$ cat src/rtl/demux_pkg.sv
// Shared types and constants for the 1:4 TDM demultiplexer.
package demux_pkg;

  localparam int NUM_CH = 4;
  localparam int SLOT_W = 2;

  typedef enum logic {
    HUNT = 1'b0,
    LOCK = 1'b1
  } state_e;

  function automatic logic [NUM_CH-1:0] slot_onehot(input logic [SLOT_W-1:0] slot);
    return NUM_CH'(1) << slot;
  endfunction

endpackage

$ cat src/rtl/demux_1to4_tdm_slot_ctr.sv
// 2-bit TDM slot counter: increments on enable, load-to-1 on realign, clears on reset.
module tdm_slot_ctr
  import demux_pkg::*;
(
  input  logic              clk,
  input  logic              rst_n,
  input  logic              en,
  input  logic              load1,
  output logic [SLOT_W-1:0] cnt
);

  logic [SLOT_W-1:0] cnt_q;

  always_ff @(posedge clk) begin
    if (!rst_n) begin
      cnt_q <= '0;
    end else if (load1) begin
      cnt_q <= SLOT_W'(1);
    end else if (en) begin
      cnt_q <= cnt_q + SLOT_W'(1);
    end
  end

  assign cnt = cnt_q;

endmodule

$ cat src/rtl/demux_1to4_tdm.sv
// 1:4 TDM demultiplexer with HUNT/LOCK frame alignment and sync realignment.
// Define DEMUX_FRAME_LATCH_EN to stage slots 0-2 and publish whole frames on slot 3.
module demux_1to4_tdm
  import demux_pkg::*;
#(
  parameter int WIDTH = 8
) (
  input  logic             clk,
  input  logic             rst_n,
  input  logic [WIDTH-1:0] d,
  input  logic             d_valid,
  input  logic             sync,
  output logic [WIDTH-1:0] y0,
  output logic [WIDTH-1:0] y1,
  output logic [WIDTH-1:0] y2,
  output logic [WIDTH-1:0] y3,
  output logic [3:0]       y_valid,
  output logic             frame_done,
  output logic             sync_err,
  output logic             locked
);

  state_e             state_q;
  logic [WIDTH-1:0]   y_q [NUM_CH];
  logic [NUM_CH-1:0]  y_valid_q;
  logic               frame_done_q;
  logic               sync_err_q;

  logic [SLOT_W-1:0]  cnt;
  logic               wr_en;
  logic [SLOT_W-1:0]  wr_slot;
  logic               cnt_load1;
  logic               cnt_inc;
  logic               sync_err_d;
  logic               last_beat;

  tdm_slot_ctr u_slot_ctr (
    .clk   (clk),
    .rst_n (rst_n),
    .en    (cnt_inc),
    .load1 (cnt_load1),
    .cnt   (cnt)
  );

  // A sync beat always lands in slot 0; plain beats only count once locked.
  always_comb begin
    wr_en      = 1'b0;
    wr_slot    = cnt;
    cnt_load1  = 1'b0;
    cnt_inc    = 1'b0;
    sync_err_d = 1'b0;
    if (d_valid) begin
      if (sync) begin
        wr_en      = 1'b1;
        wr_slot    = '0;
        cnt_load1  = 1'b1;
        sync_err_d = (state_q == LOCK) && (cnt != '0);
      end else if (state_q == LOCK) begin
        wr_en   = 1'b1;
        cnt_inc = 1'b1;
      end
    end
  end

  assign last_beat = wr_en && (wr_slot == SLOT_W'(NUM_CH - 1));

`ifdef DEMUX_FRAME_LATCH_EN
  logic [WIDTH-1:0] stage_q [NUM_CH-1];
`endif

  always_ff @(posedge clk) begin
    if (!rst_n) begin
      state_q      <= HUNT;
      y_valid_q    <= '0;
      frame_done_q <= 1'b0;
      sync_err_q   <= 1'b0;
      for (int k = 0; k < NUM_CH; k++) begin
        y_q[k] <= '0;
      end
`ifdef DEMUX_FRAME_LATCH_EN
      for (int k = 0; k < NUM_CH - 1; k++) begin
        stage_q[k] <= '0;
      end
`endif
    end else begin
      y_valid_q    <= '0;
      frame_done_q <= last_beat;
      sync_err_q   <= sync_err_d;
      if (state_q == HUNT && d_valid && sync) begin
        state_q <= LOCK;
      end
`ifdef DEMUX_FRAME_LATCH_EN
      if (last_beat) begin
        for (int k = 0; k < NUM_CH - 1; k++) begin
          y_q[k] <= stage_q[k];
        end
        y_q[NUM_CH-1] <= d;
        y_valid_q     <= '1;
      end else if (wr_en) begin
        // A realign wipes the later staged slots so the old frame cannot leak out.
        for (int k = 0; k < NUM_CH - 1; k++) begin
          if (wr_slot == SLOT_W'(k)) begin
            stage_q[k] <= d;
          end else if (cnt_load1) begin
            stage_q[k] <= '0;
          end
        end
      end
`else
      if (wr_en) begin
        y_q[wr_slot] <= d;
        y_valid_q    <= slot_onehot(wr_slot);
      end
`endif
    end
  end

  assign y0         = y_q[0];
  assign y1         = y_q[1];
  assign y2         = y_q[2];
  assign y3         = y_q[3];
  assign y_valid    = y_valid_q;
  assign frame_done = frame_done_q;
  assign sync_err   = sync_err_q;
  assign locked     = (state_q == LOCK);

endmodule

$ cat config.mk
export PLATFORM = sky130hd
export DESIGN_NAME = demux_1to4_tdm
export DESIGN_NICKNAME = d
export VERILOG_FILES = /design/src/rtl/demux_pkg.sv /design/src/rtl/demux_1to4_tdm_slot_ctr.sv /design/src/rtl/demux_1to4_tdm.sv
export SDC_FILE = /design/constraint.sdc
export NUM_CORES = 1
export LEC_CHECK = 0
export CAP_MARGIN = 0
export CORE_MARGIN = 2
export CORE_UTILIZATION = 30
export CTS_CLUSTER_SIZE = 14
export DETAILED_ROUTE_END_ITERATION = 12
export PLACE_DENSITY = 0.58
export SYNTH_ARGS = -nofsm -noshare
export SYNTH_HDL_FRONTEND = slang
export SYNTH_SLANG_ARGS = --single-unit
$ cat constraint.sdc
create_clock -name clk -period 2.6 [get_ports clk]
set_input_delay 0.26 -clock clk [delete_from_list [all_inputs] [get_ports clk]]
set_output_delay 0.26 -clock clk [all_outputs]
set_load 0.02 [all_outputs]
==> impl_metrics.json, run 1 <==
{
  "slew_viol_final": 0,
  "fin_crit_sh_pct": 67.3,
  "synth_seq_cells": 41,
  "yosys-top-cells-area": "edfxtp_1 (58%), dfxtp_1 (11%), a211oi_2 (6.1%)",
  "final-setup-viol-count": 0,
  "portBuffers": 50,
  "grt_pass1_wl_um": 5550,
  "antenna_found_initial": 0,
  "clk_pin_slew_worst_paths_ps": 70,
  "core_area_mm2": 0.00520,
  "cts_buffers": 5,
  "setup_tns_ps": 0,
  "grt_pass1_vias": 1082,
  "status": "complete, no violations",
  "async_flop_share_pct": 0,
  "ys.flop_type": "edfxtp_1",
  "arrival_ps": 1740,
  "cts-htree-levels": 2,
  "fmax_ghz": 0.572,
  "fin_skew_ps": 8.03,
  "vias_per_cell": 4.50,
  "cts-root-buf": "clkbuf_8",
  "multiInputGateArea_um2": 410,
  "final_area_mm2": 0.00229,
  "die-area_mm2": 0.00610,
  "die_y_um": 78.1,
  "crit_path_start": "sync",
  "syn2layout_area_growth_pct": 39.1,
  "wl_per_cell_um": 14.1,
  "synth_top_area_share_pct": 58.4,
  "final_layout_size_suffix_gt1_share_pct": 10.3,
  "syn-cell-area_mm2": 0.00165,
  "rrSetupSlack_ps": 900,
  "maxCapViolCount": 0,
  "place_congestion": 0.831,
  "period_needed_ps": 1750,
  "grt_util_all_layers_pct": 12.2,
  "worst_slack_ps": 850,
  "antenna_cells": 0,
  "clock_path_buffers": 2,
  "power_density_mw_per_mm2": 567,
  "synth_common_cells": "edfxtp_1 (32), nor3_1 (17), inv_1 (11)",
  "ctsHoldBuffers": 0,
  "initial_core_util_pct": 31.6,
  "overflow": 0,
  "cts_tree": "yes",
  "post_cts_buffers": 0,
  "dpl_cell_area_mm2": 0.00221,
  "grt_max_degree": 13,
  "startpoint_type": "primary input",
  "hpwlAfterDp_um": 2690,
  "synth.avg_cell_area_um2": 13.6,
  "drt_wl_total_um": 3450,
  "path_class": "primary input to register",
  "critPathCaptureType": "register",
  "tightestPinTransition_ps": 494,
  "via_count": 1098,
  "min_path_type": "register to register",
  "worst-path-max-fanout": 10,
  "chipWidth_um": 78.1,
  "dr.pass1.iters": 4,
  "synth-seq-area-share_pct": 69.3,
  "syn-num-nets": 134,
  "synth.distinct_cells": 25,
  "rsz0062_at_grt": "no",
  "syn_inst": 121,
  "cp.required_ps": 2590,
  "reg2reg_from": "locked",
  "synth_top_cell_by_area": "edfxtp_1",
  "drc_errors": 0,
  "leakagePower_nw": 0.806,
  "hp-start": "u_slot_ctr.cnt[1]",
  "hold_depth": 2,
  "dp.cells": 236,
  "seq_area_mm2": 0.00114,
  "nets": 186,
  "ios": 51,
  "post-synth-top-count-cell": "edfxtp_1",
  "ir_worst_vdd_mv": 0.252,
  "max-slew-margin-rel_pct": 67.0,
  "yosysWarnings": 0,
  "cts.sinks": 41,
  "reg2regPathDepth": 3,
  "ctsResizeCount": 0,
  "rows": 26,
  "fillCellCount": 485,
  "drt_iter0_drc": 74,
  "synth_edf_count": 32,
  "hold_violations": 0,
  "drtAntennaViolNets": 0,
  "clkLatencyLatePin_ps": 290,
  "fin_cells": 244,
  "dp_slack_ps": 579
}
-- final cells by class --
class | count | area share (%)
flip-flops and latches | 41 | 49.8
clock inverters | 2 | 0.437
well taps | 70 | 3.83
inverters | 12 | 1.97
repair buffers | 53 | 22.8
clock buffers | 6 | 3.17
multi-input cells | 60 | 17.9
-- cell usage in the layout (no fill, tap or decap), types with 3 or more instances in the layout --
cell type | netlist | routed
dfxtp_1 | 9 | 9
buf_4 | 0 | 3
edfxtp_1 | 32 | 32
nor3_1 | 17 | 17
nor2_1 | 5 | 5
a211oi_2 | 8 | 8
clkdlybuf4s50_1 | 0 | 50
clkbuf_8 | 0 | 5
inv_1 | 11 | 11
nand2_1 | 3 | 3
and2_1 | 8 | 8
-- critical path: stages --
cell             delay, ps
clkdlybuf4s50_1        560
or3b_1                 560
o21ai_1                170
buf_4                  190
-- state kept, by name, indices dropped and copies added, names as in the netlist --
register        count
u_slot_ctr.cnt      2
y_valid             4
y_q                32
sync_err            1
locked              1
frame_done          1
-- final timing paths --
kind / end
min: u_slot_ctr.cnt[1]
max: y_q[2][0]
min reg2reg: u_slot_ctr.cnt[1]
max reg2reg: y_q[2][0]
-- metrics by stage --
step | hold slack (ps) | total power [mW] | utilization (%)
5_1_grt | 579 | 1.36 | 44.0
2_1_floorplan | 458 | 0.850 | -
3_3_place_gp | 523 | 0.929 | 42.4
3_5_place_dp | 530 | 0.932 | 42.4
4_1_cts | 539 | 1.31 | 44.0
6_report | 536 | 1.30 | 44.0
-- power by group --
part           switching [mW]  internal, mW
clock                   0.197         0.186
sequential             0.0121         0.734
combinational          0.0942        0.0754
total                   0.303         0.995
-- cells by family after synthesis --
| logic type | count (synthesis) | share of synthesized area [%] |
|---|---|---|
| fa+ha+maj | 1 | 0.760 |
| buf+inv | 20 | 5.78 |
| simple gates | 41 | 14.0 |
| compound gates | 18 | 10.2 |
| flops | 41 | 69.3 |
-- per-layer routing --
layer	up-vias	part of all wire [%]	global-route usage, %
li1	542	-	-
met4	0	1.5	3.68
met1	512	40	14.3
met5	-	0	0
met3	6	7.0	4.48
met2	38	52	20.9
(Power assumes the default switching activity.)
==> run 2, diff against run 1 <==
==> constraint.sdc (replaced) <==
create_clock -name clk -period 1.7 [get_ports clk]
set_input_delay 0.17 -clock clk [delete_from_list [all_inputs] [get_ports clk]]
set_output_delay 0.17 -clock clk [all_outputs]
set_load 0.02 [all_outputs]
==> impl_metrics.json, run 2 (synthesis gave the netlist of run 1 again) <==
{
  "status": "complete, no violations",
  "worst_slack_ps": 178,
  "hpwlAfterDp_um": 2740,
  "reg2regPathDepth": 2,
  "fin_crit_sh_pct": 89.5,
  "cts.sinks": 41,
  "largest-register": "y_q",
  "antenna_found_initial": 0,
  "initial_core_util_pct": 31.6,
  "largest_reg_flops": 32,
  "syn2layout_area_growth_pct": 46.1,
  "layout_common_cells": "clkdlybuf4s50_1 (50), edfxtp_1 (32), nor3_1 (17)",
  "final_layout_size_suffix_gt1_share_pct": 15.5,
  "leakagePower_nw": 0.863,
  "die-area_mm2": 0.00610,
  "max-slew-margin-rel_pct": 66.8,
  "reg2reg_to": "y_q[0][1]",
  "drt_wl_total_um": 3480,
  "dpl_cell_area_mm2": 0.00227,
  "cts-root-buf": "clkbuf_8",
  "maxCapViolCount": 0,
  "path_class": "register to output pin",
  "slew_viol_final": 0,
  "nets": 193,
  "grt_pass1_vias": 1160,
  "cts_tree": "yes",
  "ir_worst_vdd_mv": 0.620,
  "hold_depth": 2,
  "cts_buffers": 5,
  "dp_slack_ps": 44.5,
  "drt_iter0_drc": 42,
  "die_y_um": 78.1,
  "grt_pass1_wl_um": 5790,
  "arrival_ps": 1350,
  "dr.pass1.iters": 4,
  "fmax_ghz": 0.657,
  "rsz0062_at_grt": "no",
  "crit_family": "buffers and inverters",
  "startpoint_type": "register",
  "rrSetupSlack_ps": 220,
  "final_area_mm2": 0.00241,
  "grt_max_degree": 14,
  "tightestPinTransition_ps": 496,
  "max_stage_delay_ps": 640,
  "overflow": 0,
  "clkLatencyLatePin_ps": 290,
  "power_density_mw_per_mm2": 966,
  "via_count": 1139,
  "ios": 51,
  "antenna_cells": 0,
  "worstPathCellList": "clkdlybuf4s50_1",
  "worst-path-max-fanout": 11,
  "drc_errors": 0,
  "crit_path_start": "locked",
  "fin_skew_ps": 6.42,
  "cp_slowest_cell": "clkdlybuf4s50_1",
  "portBuffers": 50,
  "grt_util_all_layers_pct": 12.4,
  "setup_tns_ps": 0,
  "final-setup-viol-count": 0,
  "hp-start": "locked",
  "vias_per_cell": 4.54,
  "critPathCaptureType": "output pin",
  "post_cts_buffers": 0,
  "drtAntennaViolNets": 0,
  "rows": 26,
  "min_to": "sync_err",
  "reg2reg_from": "locked",
  "cts-htree-levels": 2,
  "crit_buf_inv": 1,
  "place_congestion": 0.853,
  "layout_commonest_cell": "clkdlybuf4s50_1",
  "wl_per_cell_um": 13.9,
  "clk_pin_slew_worst_paths_ps": 80,
  "period_needed_ps": 1520,
  "cp.required_ps": 1530,
  "hold_violations": 0,
  "chipWidth_um": 78.1,
  "min_path_type": "register to register",
  "clock_path_buffers": 2,
  "core_area_mm2": 0.00520
}
## run 2: cell count changes in the layout (fill, tap and decap cells not counted), sizes merged
| cell | previous run | this run |
|---|---|---|
| clkinv | 3 | 2 |
| clkbuf | 6 | 5 |
| bufinv | 0 | 2 |
| buf | 3 | 10 |
## run 2: cell type report
class	instances	area [µm²]
Clock buffer	5	68.8
Inverter	12	45.0
Timing Repair Buffer	60	576
Clock inverter	3	65.1
Fill cell	495	2800
Tap cell	70	87.6
Multi-Input combinational cell	60	422
Sequential cell	41	1140
## run 2: metrics by stage
step	total power [mW]	cells	hold slack, ps	util, %
after floorplan	1.30	121	368	-
after global placement	1.43	243	507	43.6
after detailed placement	1.44	243	519	43.6
after CTS	2.34	251	531	46.2
after global routing	2.40	251	570	46.2
final	2.32	251	530	46.2
## run 2: worst max path at each step
stage | end | slack [ps] | depth (start not counted)
after floorplan | y_q[2][0] | 60 | 4
after detailed placement | y_q[0][1] | 40 | 4
final | locked | 180 | 1
after CTS | locked | 50 | 1
after global placement | y_q[0][6] | 90 | 3
after global routing | locked | 120 | 1
## run 2: per-layer routing
metal | global-route usage, % | vias to the layer above | wire, µm
li1 | - | 557 | -
met1 | 13.9 | 547 | 1400
met2 | 22.2 | 28 | 1890
met3 | 3.22 | 7 | 132
met4 | 5.26 | 0 | 61
met5 | 0 | - | 0
## run 2: where the power goes
group | total, mW | switching, mW | internal, mW
registers | 1.14 | 0.0190 | 1.12
logic | 0.272 | 0.148 | 0.125
clock network | 0.912 | 0.328 | 0.583
total | 2.32 | 0.495 | 1.83
## run 2: timing repair
action | in CTS | in global routing
setup endpoints to repair | 0 | 1
gates resized for setup | 0 | 1
hold buffers | 0 | 0
## run 2: worst min-delay path, cell delays in order (launching register included)
cell and delay, ps:
dfxtp_2 380, nand2_1 70, nor3_1 40
==> run 3, diff against run 2 <==
--- a/config.mk
+++ b/config.mk
@@ -6,11 +6,15 @@
 export NUM_CORES = 1
 export LEC_CHECK = 0
 export CAP_MARGIN = 0
+export CELL_PAD_IN_SITES_DETAIL_PLACEMENT = 1
+export CELL_PAD_IN_SITES_GLOBAL_PLACEMENT = 1
 export CORE_MARGIN = 2
 export CORE_UTILIZATION = 30
 export CTS_CLUSTER_SIZE = 14
 export DETAILED_ROUTE_END_ITERATION = 12
-export PLACE_DENSITY = 0.58
+export HOLD_SLACK_MARGIN = 0.02
+export PLACE_DENSITY = 0.69
+export RECOVER_POWER = 50
 export SYNTH_ARGS = -nofsm -noshare
 export SYNTH_HDL_FRONTEND = slang
 export SYNTH_SLANG_ARGS = --single-unit
==> impl_metrics.json, run 3 (synthesis gave the netlist of run 1 again) <==
{
  "setup_tns_ps": 0,
  "final_layout_size_suffix_gt1_share_pct": 13.3,
  "clock_path_buffers": 2,
  "power_density_mw_per_mm2": 875,
  "crit_family": "buffers and inverters",
  "drc_errors": 0,
  "leakagePower_nw": 0.859,
  "worstPathCellList": "dlygate4sd3_1, buf_4, nand4b_1, o21ai_0, clkbuf_2",
  "layout_common_cells": "clkdlybuf4s50_1 (34), edfxtp_1 (32), nor3_1 (17)",
  "seq_area_mm2": 0.00114,
  "ir_worst_vdd_mv": 0.289,
  "fillCellCount": 572,
  "power.total_mw": 2.06,
  "grt_pass1_wl_um": 6350,
  "drtAntennaViolNets": 0,
  "core_area_mm2": 0.00520,
  "layout_commonest_cell": "clkdlybuf4s50_1",
  "final_core_util_pct": 45.1,
  "worst_slack_ps": 135,
  "tightestPinTransition_ps": 511,
  "largest-register": "y_q",
  "via_count": 1169,
  "cts_tree": "yes",
  "dp.cells": 243,
  "wl_per_cell_um": 15.5,
  "cp_slowest_cell": "dlygate4sd3_1",
  "critPathCaptureType": "register",
  "fin_cells": 251,
  "min_path_type": "register to register",
  "fmax_ghz": 0.639,
  "place_congestion": 0.846,
  "die_y_um": 78.1,
  "startpoint_type": "primary input",
  "fin_crit_sh_pct": 92.1,
  "arrival_ps": 1550,
  "clkLatencyLatePin_ps": 290,
  "nets": 193,
  "antenna_cells": 0,
  "dpl_cell_area_mm2": 0.00227,
  "cts-htree-levels": 2,
  "die-area_mm2": 0.00610,
  "hold_depth": 2,
  "initial_core_util_pct": 31.6,
  "path_class": "primary input to register",
  "cts_buffers": 5,
  "crit_buf_inv": 3,
  "dp_slack_ps": -18.9,
  "grt_max_degree": 13,
  "status": "complete, no violations",
  "reg2reg_to": "y_q[0][3]",
  "chipWidth_um": 78.1,
  "rrSetupSlack_ps": 190,
  "hpwlAfterDp_um": 2970,
  "grt_pass1_vias": 1245,
  "overflow": 0,
  "worst-path-max-fanout": 9,
  "drt_wl_total_um": 3880,
  "rsz0062_at_grt": "no",
  "period_needed_ps": 1570,
  "whs_ps": 542,
  "max_stage_delay_ps": 560,
  "antenna_found_initial": 0,
  "hold_violations": 0,
  "cts.sinks": 41,
  "max-slew-margin-rel_pct": 65.9,
  "reg2regPathDepth": 2,
  "multiInputGateArea_um2": 422,
  "grt_util_all_layers_pct": 13.7,
  "syn2layout_area_growth_pct": 42.7,
  "vias_per_cell": 4.66,
  "cp.required_ps": 1680,
  "hp-start": "locked",
  "reg2reg_from": "locked",
  "largest_reg_flops": 32,
  "final-setup-viol-count": 0,
  "slew_viol_final": 0,
  "maxCapViolCount": 0,
  "rows": 26,
  "final_area_mm2": 0.00235,
  "min_to": "sync_err",
  "fin_skew_ps": 4.40,
  "drt_iter0_drc": 88,
  "ios": 51,
  "clk_pin_slew_worst_paths_ps": 70,
  "cts-root-buf": "clkbuf_8",
  "portBuffers": 50,
  "dr.pass1.iters": 4,
  "post_cts_buffers": 0
}
run 3: how the worst max path moves through the flow:
stage / from / endpoint / slack, ps / cells after the start
finish: sync / y_q[3][7] / 130 / 5
global route: sync / y_q[1][7] / 70 / 5
CTS: locked / locked / 30 / 1
detailed placement: rst_n / y_q[0][3] / -20 / 4
global placement: d_valid / y_q[0][4] / 80 / 3
floorplan: locked / y_q[2][0] / 60 / 4
run 3: tightest hold or removal path, cell delays in order, from the launching register on:
cell,delay [ps]
dfxtp_2,380
nand2_1,70
nor3_1,50
run 3: power by group:
| group | leakage, nW | internal (mW) | total, mW | switching (mW) |
|---|---|---|---|---|
| combinational | 0.405 | 0.117 | 0.267 | 0.151 |
| sequential | 0.408 | 1.12 | 1.14 | 0.0196 |
| clock | 0.0455 | 0.331 | 0.646 | 0.315 |
run 3: repair_timing:
action	in CTS	in global routing
resized for setup	0	1
endpoints found under the setup margin	0	2
hold buffers	0	0
run 3: area by class of cell:
cell class / count / area share (%)
Clock buffer: 8 / 3.83
Inverter: 12 / 1.92
Sequential cell: 41 / 48.6
Timing Repair Buffer: 60 / 24.0
Tap cell: 70 / 3.73
Multi-Input combinational cell: 60 / 17.9
run 3: routing by layer:
metal / track usage [%] / wire length, µm
met5: 0 / 0
met4: 4.21 / 41
met3: 3.91 / 169
met2: 24.6 / 2100
met1: 15.8 / 1570
